### config.mk
export PLATFORM = sky130hd
export DESIGN_NAME = folded_maj_sched
export DESIGN_NICKNAME = d
export VERILOG_FILES = /design/src/rtl/maj_pkg.sv /design/src/rtl/maj_chunk_popcount.sv /design/src/rtl/folded_maj_sched.sv
export SDC_FILE = /design/constraint.sdc
export NUM_CORES = 1
export LEC_CHECK = 0
export CAP_MARGIN = 10
export CORE_ASPECT_RATIO = 0.8
export CORE_MARGIN = 4
export CORE_UTILIZATION = 45
export DETAILED_ROUTE_END_ITERATION = 8
export GPL_ROUTABILITY_DRIVEN = 0
export PLACE_DENSITY = 0.73
export SYNTH_ARGS = -nofsm -noshare
export SYNTH_HDL_FRONTEND = slang
export SYNTH_SLANG_ARGS = --single-unit
export TNS_END_PERCENT = 5
### constraint.sdc
create_clock -name clk -period 8.3 [get_ports clk]
set_clock_uncertainty 0.2 [all_clocks]
set_input_delay 2.49 -clock clk [delete_from_list [all_inputs] [get_ports clk]]
set_output_delay 2.49 -clock clk [all_outputs]
set_load 0.005 [all_outputs]
### src/rtl/maj_pkg.sv
// Shared types and sizing helpers for the folded majority scheduler.
package maj_pkg;

    typedef enum logic [1:0] {
        ST_IDLE,
        ST_ACCUM,
        ST_DONE
    } state_t;

    // Number of W-bit chunks needed to cover an N-bit vector.
    function automatic int nch(input int n, input int w);
        return (n + w - 1) / w;
    endfunction

    // Counter width able to hold 0..n.
    function automatic int cnt_w(input int n);
        return $clog2(n + 1);
    endfunction

    // Bits still unseen after chunk k has been folded in.
    function automatic int rem_after(input int n, input int w, input int k);
        int seen;
        seen = (k + 1) * w;
        if (seen > n) seen = n;
        return n - seen;
    endfunction

endpackage

### src/rtl/maj_chunk_popcount.sv
// Combinational W-bit popcount; the one counting unit shared by every chunk.
module maj_chunk_popcount #(
    parameter int W = 8
) (
    input  logic [W-1:0]             bits,
    output logic [$clog2(W+1)-1:0]   count
);

    localparam int PW = $clog2(W + 1);

    // Sum the ones in the chunk.
    always_comb begin
        count = '0;
        for (int i = 0; i < W; i++) begin
            count = count + PW'(bits[i]);
        end
    end

endmodule

### src/rtl/folded_maj_sched.sv
// Folded N-input majority: one shared W-bit popcount walks the chunks of a
// captured vector, stopping early once the outcome can no longer change.
module folded_maj_sched
    import maj_pkg::*;
#(
    parameter int N          = 39,
    parameter int W          = 8,
    parameter int THRESH     = (N + 1) / 2,
    parameter bit EARLY_EXIT = 1'b1
) (
    input  logic                            clk,
    input  logic                            rst,
    input  logic                            in_valid,
    output logic                            in_ready,
    input  logic [N-1:0]                    in_x,
    output logic                            out_valid,
    input  logic                            out_ready,
    output logic                            out_y,
    output logic [cnt_w(N)-1:0]             out_count,
    output logic [$clog2(nch(N,W)+1)-1:0]   out_chunks
);

    localparam int NCH = nch(N, W);
    localparam int CW  = cnt_w(N);
    localparam int PW  = $clog2(W + 1);
    localparam int IW  = (NCH > 1) ? $clog2(NCH) : 1;
    localparam int OW  = $clog2(NCH + 1);

    state_t           state_q, state_d;
    logic [N-1:0]     shadow_q;
    logic [CW-1:0]    cnt_q;
    logic [IW-1:0]    idx_q;

    logic [NCH*W-1:0] xpad;
    logic [W-1:0]     chunk;
    logic [PW-1:0]    pc;
    logic [CW-1:0]    cnt_n;
    int               reach;
    logic             decided;
    logic             accept;
    logic             finish;

    // Zero-extend the captured vector so the last chunk reads 0 past bit N-1.
    always_comb begin
        xpad          = '0;
        xpad[N-1:0]   = shadow_q;
        chunk         = xpad[int'(idx_q)*W +: W];
    end

    maj_chunk_popcount #(.W(W)) u_pop (
        .bits  (chunk),
        .count (pc)
    );

    // Running count and the decision test: threshold reached, or unreachable
    // even if every unseen bit were a one.
    always_comb begin
        cnt_n   = cnt_q + CW'(pc);
        reach   = int'(cnt_n) + rem_after(N, W, int'(idx_q));
        decided = (int'(idx_q) == NCH - 1) ||
                  (EARLY_EXIT && ((int'(cnt_n) >= THRESH) || (reach < THRESH)));
    end

    // FSM state register.
    always_ff @(posedge clk) begin
        if (rst) state_q <= ST_IDLE;
        else     state_q <= state_d;
    end

    // Next-state and handshake control.
    always_comb begin
        state_d   = state_q;
        accept    = 1'b0;
        finish    = 1'b0;
        in_ready  = 1'b0;
        out_valid = 1'b0;
        case (state_q)
            ST_IDLE: begin
                in_ready = 1'b1;
                if (in_valid) begin
                    accept  = 1'b1;
                    state_d = ST_ACCUM;
                end
            end
            ST_ACCUM: begin
                if (decided) begin
                    finish  = 1'b1;
                    state_d = ST_DONE;
                end
            end
            ST_DONE: begin
                out_valid = 1'b1;
                if (out_ready) state_d = ST_IDLE;
            end
            default: state_d = ST_IDLE;
        endcase
    end

    // Shadow capture, accumulation and result latching.
    always_ff @(posedge clk) begin
        if (rst) begin
            shadow_q   <= '0;
            cnt_q      <= '0;
            idx_q      <= '0;
            out_y      <= 1'b0;
            out_count  <= '0;
            out_chunks <= '0;
        end else if (accept) begin
            shadow_q <= in_x;
            cnt_q    <= '0;
            idx_q    <= '0;
        end else if (state_q == ST_ACCUM) begin
            if (finish) begin
                out_y      <= (int'(cnt_n) >= THRESH);
                out_count  <= cnt_n;
                out_chunks <= OW'(idx_q) + OW'(1);
            end else begin
                cnt_q <= cnt_n;
                idx_q <= idx_q + IW'(1);
            end
        end
    end

endmodule

==> reports/results.ini, run 1 <==
[sta]
hold_ws_ns=0.255
slew_headroom=0.358
fmaxAchievable_ghz=0.129
tns_ns=0
rsz0062_at_grt=false
worst_slack_ns=0.520
period_minus_slack_ns=7.78
final-hold-violation-count=0
setup_viol=0
slew_viol_final=0
worst_pin_slew_ns=0.961
timing.final.crit_share=0.937

[clocking]
path_clk_slew_ns=0.07
cts_tree=built
cts.sinks=60
ctsRootBufferMaster=clkbuf_8
cts_buffers=9
cts_setup_buffers=0
cts-htree-levels=3
insertion_delay_ns=0.33
clock_path_buffers=2

[layout]
final_area_um2=4080
areaGrowthSynthToFinish_pct=24.4
final_nets=506
utilization=0.584
fill_cells=611
final_cell_mix=91 x nand2_1, 60 x dfxtp_1, 58 x a21oi_1, 53 x clkdlybuf4s50_1, 19 x ha_1
stdcell_count=528
drive_above_1_share=0.0998
diodes=0
final_common_cell=nand2_1

[critical_path]
start_kind=flop
critPathArrivalTime_ns=7.85
cp_data_required_time_ns=8.37
reg2reg_depth=27
crit_type=flop to flop
endpoint_kind=flop
max_stage_delay_ns=0.52
crit_fanout=8
cp_slowest_cell=fa_1

[floorplan]
initial_utilization=0.469
core_um2=6990
pin_count=55
die_h_um=84.4
fp.dieW_um=103
std_cell_rows=27
design.die.area_um2=8730

[grt]
grt_usage=0.184
antenna_found_initial=0
overflow=0
grt_start_max_net_pins=55
grt_pass1_wl_um=12600
grt_pass1_vias=2587

[routing]
ant_nets=0
first_iter_violations=178
avgRoutedWirePerCell_um=14.6
drc=0
drtPass1Iterations=4
routed-via-count=2836
viasPerCell=5.37
wl_um=7720

[logic_synthesis]
async_reset_ff_frac=0
syn_area_per_cell_um2=8.48
ys_ff_latch=60
syn_area_um2=3280
synthFlopType=dfxtp_1
yosysSeqAreaShare=0.366
synth_edf_count=0
synthesis.instances=387
yosys_warnings=0
ys_types=47

[job]
drv_cap=0

[placement]
post-place-ws_ns=0.494
placed_cells=513
place_area_um2=3880
portBuffers=54
dp_hpwl_um=5760

[pwr]
p_int_uw=544
pwr-share-seq=0.405
powerDensity_nw_per_um2=190
power.total_uw=775
leakagePower_nw=1.61
max-vdd-ir-drop_mv=0.0948
pwr-share-comb=0.266
switching_power_uw=231
clkPwrFrac=0.330
swShare=0.298

[min_path]
hold_depth=2
min_path_type=flop to flop

[run_status]
status=completed

[worst max-delay path, delay by kind of cell (launching register included)]
| kind | cells | cell delay, ns |
|---|---|---|
| flip-flops | 1 | 0.47 |
| buffers and inverters | 6 | 0.64 |
| adder cells (fa/ha/maj) | 9 | 3.66 |
| AO/OA/AOI/OAI | 8 | 1.40 |
| XOR/XNOR | 1 | 0.33 |
| AND/OR/NAND/NOR | 2 | 0.69 |
| multiplexers | 1 | 0.31 |
[cell families (layout without fill, tap and decap cells)]
logic type               after synthesis  count (layout)  synth area share
adder cells (fa/ha/maj)               26              26             0.115
other                                  1               2           0.00114
AO/OA/AOI/OAI                        101             101             0.198
flip-flops                            60              60             0.366
multiplexers                           9               9            0.0583
XOR/XNOR                               8               8            0.0213
buffers and inverters                 40              93            0.0495
AND/OR/NAND/NOR                      142             142             0.191
[power groups by stage]
stage / Clock (mW) / Sequential, mW / Combinational [mW]
6_report: 0.256 / 0.314 / 0.206
5_1_grt: 0.274 / 0.315 / 0.228
4_1_cts: 0.260 / 0.313 / 0.207
3_5_place_dp: 0 / 0.320 / 0.205
3_3_place_gp: 0 / 0.320 / 0.199
2_1_floorplan: 0 / 0.317 / 0.147
[state kept, by name, indices dropped and copies added, names as in the netlist]
| signal | cells |
|---|---|
| out_count | 6 |
| cnt_q | 6 |
| idx_q | 3 |
| shadow_q | 39 |
| out_chunks | 3 |
| out_y | 1 |
| state_q | 2 |
[timing repair]
action / CTS / global route
setup endpoints to repair: 0 / 5
resized for setup: 0 / 2
hold buffers: 0 / 0
[cell type report]
class | instances | area [um^2] | area share
clock buffers | 11 | 141 | 0.0346
multi-input cells | 288 | 1930 | 0.473
repair buffers | 61 | 588 | 0.144
well taps | 87 | 109 | 0.0267
inverters | 17 | 63.8 | 0.0156
flip-flops and latches | 60 | 1200 | 0.294
clock inverters | 4 | 50.0 | 0.0123
[path summary, 6_finish.rpt]
path	start	endpoint	slack, ns
worst min-delay path	shadow_q[17]	shadow_q[17]	0.25
worst min register to register	shadow_q[17]	shadow_q[17]	0.25
worst max register to register	idx_q[1]	out_count[3]	0.52
worst max-delay path	idx_q[1]	out_count[3]	0.52
[per-layer routing]
layer	global-route usage	share of wire	up-vias	routed length [um]
li1	-	-	1432	-
met1	0.274	0.48	1331	3680
met2	0.263	0.45	64	3480
met3	0.0490	0.063	9	485
met4	0.0471	0.010	0	81
met5	0	0	-	0
[synthesized netlist by cell type, types with 2 or more instances]
cell type	instances	area, um^2
nand2_1	91	342
dfxtp_1	60	1200
a21oi_1	58	290
clkbuf_1	20	75.1
ha_1	19	238
inv_1	17	63.8
nand3_1	15	75.1
nor2_1	12	45.0
o21ai_0	10	50.1
mux4_2	8	180
nor2b_1	8	50.1
fa_1	7	140
a31oi_1	6	37.5
a211oi_1	5	37.5
a21o_1	5	37.5
xor2_1	5	43.8
nand2b_1	4	25.0
xnor2_1	3	26.3
and3_4	2	22.5
nand4_1	2	12.5
o211a_1	2	20.0
o211ai_4	2	42.5
o31ai_1	2	15.0
Note: power is estimated with default switching activity, not from simulation.
==> inputs of run 2 (changes only) <==
PLACE_DENSITY = 0.69   (was 0.73)
==> run 2 against run 1 <==
Combinational power hardly changed. Non-clock buffer count is 1 higher. First-iteration DRC count is 9.6% lower. Clock-buffer cell count is 2 lower. Sequential power hardly changed. Clock power is 14% higher. Core utilization is 0.68 points higher. Routed wire length is 1.7% higher. Die area stayed put. Fmax is 0.67% lower. Cell count is 0.38% higher. Critical path depth stayed put. Critical endpoint unchanged. Highest routed layer unchanged.
==> reports/results.ini, run 2 (synthesized netlist as in run 1, its figures left out) <==
[critical_path]
start_kind=flop
crit_fanout=9  ; +1
critPathArrivalTime_ns=7.91  ; +0.06 ns
endpoint_kind=flop
crit_type=flop to flop
cp_data_required_time_ns=8.38  ; about the same

[min_path]
min_path_type=flop to flop

[sta]
setup_viol=0  ; unchanged
rsz0062_at_grt=false
final-hold-violation-count=0  ; unchanged
tns_ns=0  ; unchanged
slew_viol_final=0  ; unchanged
timing.final.crit_share=0.944  ; +0.00628
fmaxAchievable_ghz=0.128  ; -0.67%
slew_headroom=0.375  ; +0.0170
period_minus_slack_ns=7.83  ; +0.0521 ns
worst_pin_slew_ns=0.935  ; -0.0254 ns
worst_slack_ns=0.467  ; -0.0521 ns

[routing]
ant_nets=0  ; unchanged
drtPass1Iterations=4  ; unchanged
routed-via-count=2817  ; -0.67%
wl_um=7850  ; +1.7%
avgRoutedWirePerCell_um=14.8  ; +1.3%
first_iter_violations=161  ; -9.6%
drc=0  ; unchanged
viasPerCell=5.32  ; -1.0%

[run_status]
status=completed

[clocking]
clock_path_buffers=2  ; unchanged
cts.sinks=60  ; unchanged
path_clk_slew_ns=0.08  ; about the same
cts_tree=built
cts-htree-levels=3  ; unchanged
cts_buffers=9  ; unchanged
ctsRootBufferMaster=clkbuf_8
insertion_delay_ns=0.34  ; about the same

[layout]
stdcell_count=530  ; +0.38%
areaGrowthSynthToFinish_pct=25.8
final_nets=507  ; +0.20%
top_register=shadow_q
reg.largest.list=shadow_q (39), cnt_q (6), out_count (6)
largest_reg_flops=39  ; unchanged
final_common_cell=nand2_1
final_cell_mix=91 x nand2_1, 60 x dfxtp_1, 58 x a21oi_1, 54 x clkdlybuf4s50_1, 19 x ha_1
diodes=0  ; unchanged
drive_above_1_share=0.104  ; +0.00406

[floorplan]
pin_count=55  ; unchanged
fp.dieW_um=103  ; unchanged
design.die.area_um2=8730  ; unchanged
die_h_um=84.4  ; unchanged
core_um2=6990  ; unchanged
initial_utilization=0.469  ; unchanged
std_cell_rows=27  ; unchanged

[job]
drv_cap=0  ; unchanged

[placement]
placed_cells=514  ; +0.19%
dp_hpwl_um=5740  ; -0.36%
post-place-ws_ns=0.458  ; -0.0360 ns
portBuffers=54  ; unchanged

[pwr]
max-vdd-ir-drop_mv=0.132  ; +39%
powerDensity_nw_per_um2=196  ; +3.3%
power.total_uw=810  ; +4.5%
leakagePower_nw=1.63  ; +1.5%

[grt]
grt_pass1_wl_um=13200  ; +4.9%
antenna_found_initial=0  ; unchanged
grt_usage=0.192  ; +0.00795
grt_pass1_vias=2695  ; +4.2%
grt_start_max_net_pins=55  ; unchanged
overflow=0  ; unchanged

run 2: cell count changes in the layout (fill, tap and decap cells not counted):
cell,change
clkdlybuf4s50_1,+1
bufinv_16,+1
clkbuf_8,-1
clkinv_4,+3
clkinvlp_4,-2
nor3b_1,+1
buf_4,+1
buf_2,-1
clkbuf_1,-1
nor3b_2,-1
xor2_1,-1
xor2_2,+1
inv_6,+1
run 2: per-layer routing:
metal  track usage  up-vias  routed length, um
met4        0.0482        0                 74
met5             0        -                  0
met1         0.294     1308               3840
li1              -     1430                  -
met2         0.271       72               3410
met3        0.0440        7                523
run 2: repair_timing:
| action | 4_1_cts | 5_1_grt |
|---|---|---|
| hold endpoints to repair | 0 | 0 |
| hold buffers | 0 | 0 |
| setup buffers | 0 | 0 |
| setup endpoints to repair | 0 | 6 |
| resized for setup | 0 | 2 |
run 2: critical path, stage by stage, from the launching register on:
cell and delay (ns):
dfxtp_1 0.44, buf_4 0.24, mux4_2 0.33, inv_1 0.07, o21ai_0 0.07, ha_1 0.31, inv_1 0.05, fa_1 0.50
fa_1 0.52, fa_1 0.42, inv_1 0.10, fa_1 0.47, ha_1 0.31, a21o_1 0.17, a21oi_1 0.17, xor2_1 0.33
ha_1 0.29, inv_1 0.05, ha_1 0.27, a21oi_1 0.26, o41ai_4 0.13, a31o_2 0.30, fa_1 0.43, nor3b_1 0.35
o211ai_4 0.17, o21a_1 0.28, or4_1 0.45, o21ai_1 0.09
run 2: through the flow:
step / util / cell area (um^2) / hold WS [ns]
detailed placement: 0.557 / 3900 / 0.246
floorplan: - / 3290 / 0.233
finish: 0.591 / 4130 / 0.256
global route: 0.591 / 4130 / 0.271
global placement: 0.557 / 3900 / 0.243
CTS: 0.589 / 4120 / 0.257
run 2: report_power, final:
part / total (mW) / switching, mW / internal (mW) / leakage (nW)
logic: 0.205 / 0.109 / 0.0959 / 1.03
clock network: 0.292 / 0.121 / 0.171 / 0.114
registers: 0.314 / 0.00949 / 0.304 / 0.490
run 2: cell type report:
cell class              instances  area (um^2)
multi-input cells             288         1930
flip-flops and latches         60         1200
fillers                       613         2860
inverters                      17         63.8
well taps                      87          109
clock buffers                   9          124
repair buffers                 62          601
clock inverters                 7          100
run 2: path summary, 6_finish.rpt:
check	from	end	slack, ns	cells after the start
setup / recovery	idx_q[1]	out_count[3]	0.47	27
hold / removal	shadow_q[28]	shadow_q[28]	0.26	2
setup reg to reg	idx_q[1]	out_count[3]	0.47	27
hold reg to reg	shadow_q[28]	shadow_q[28]	0.26	2
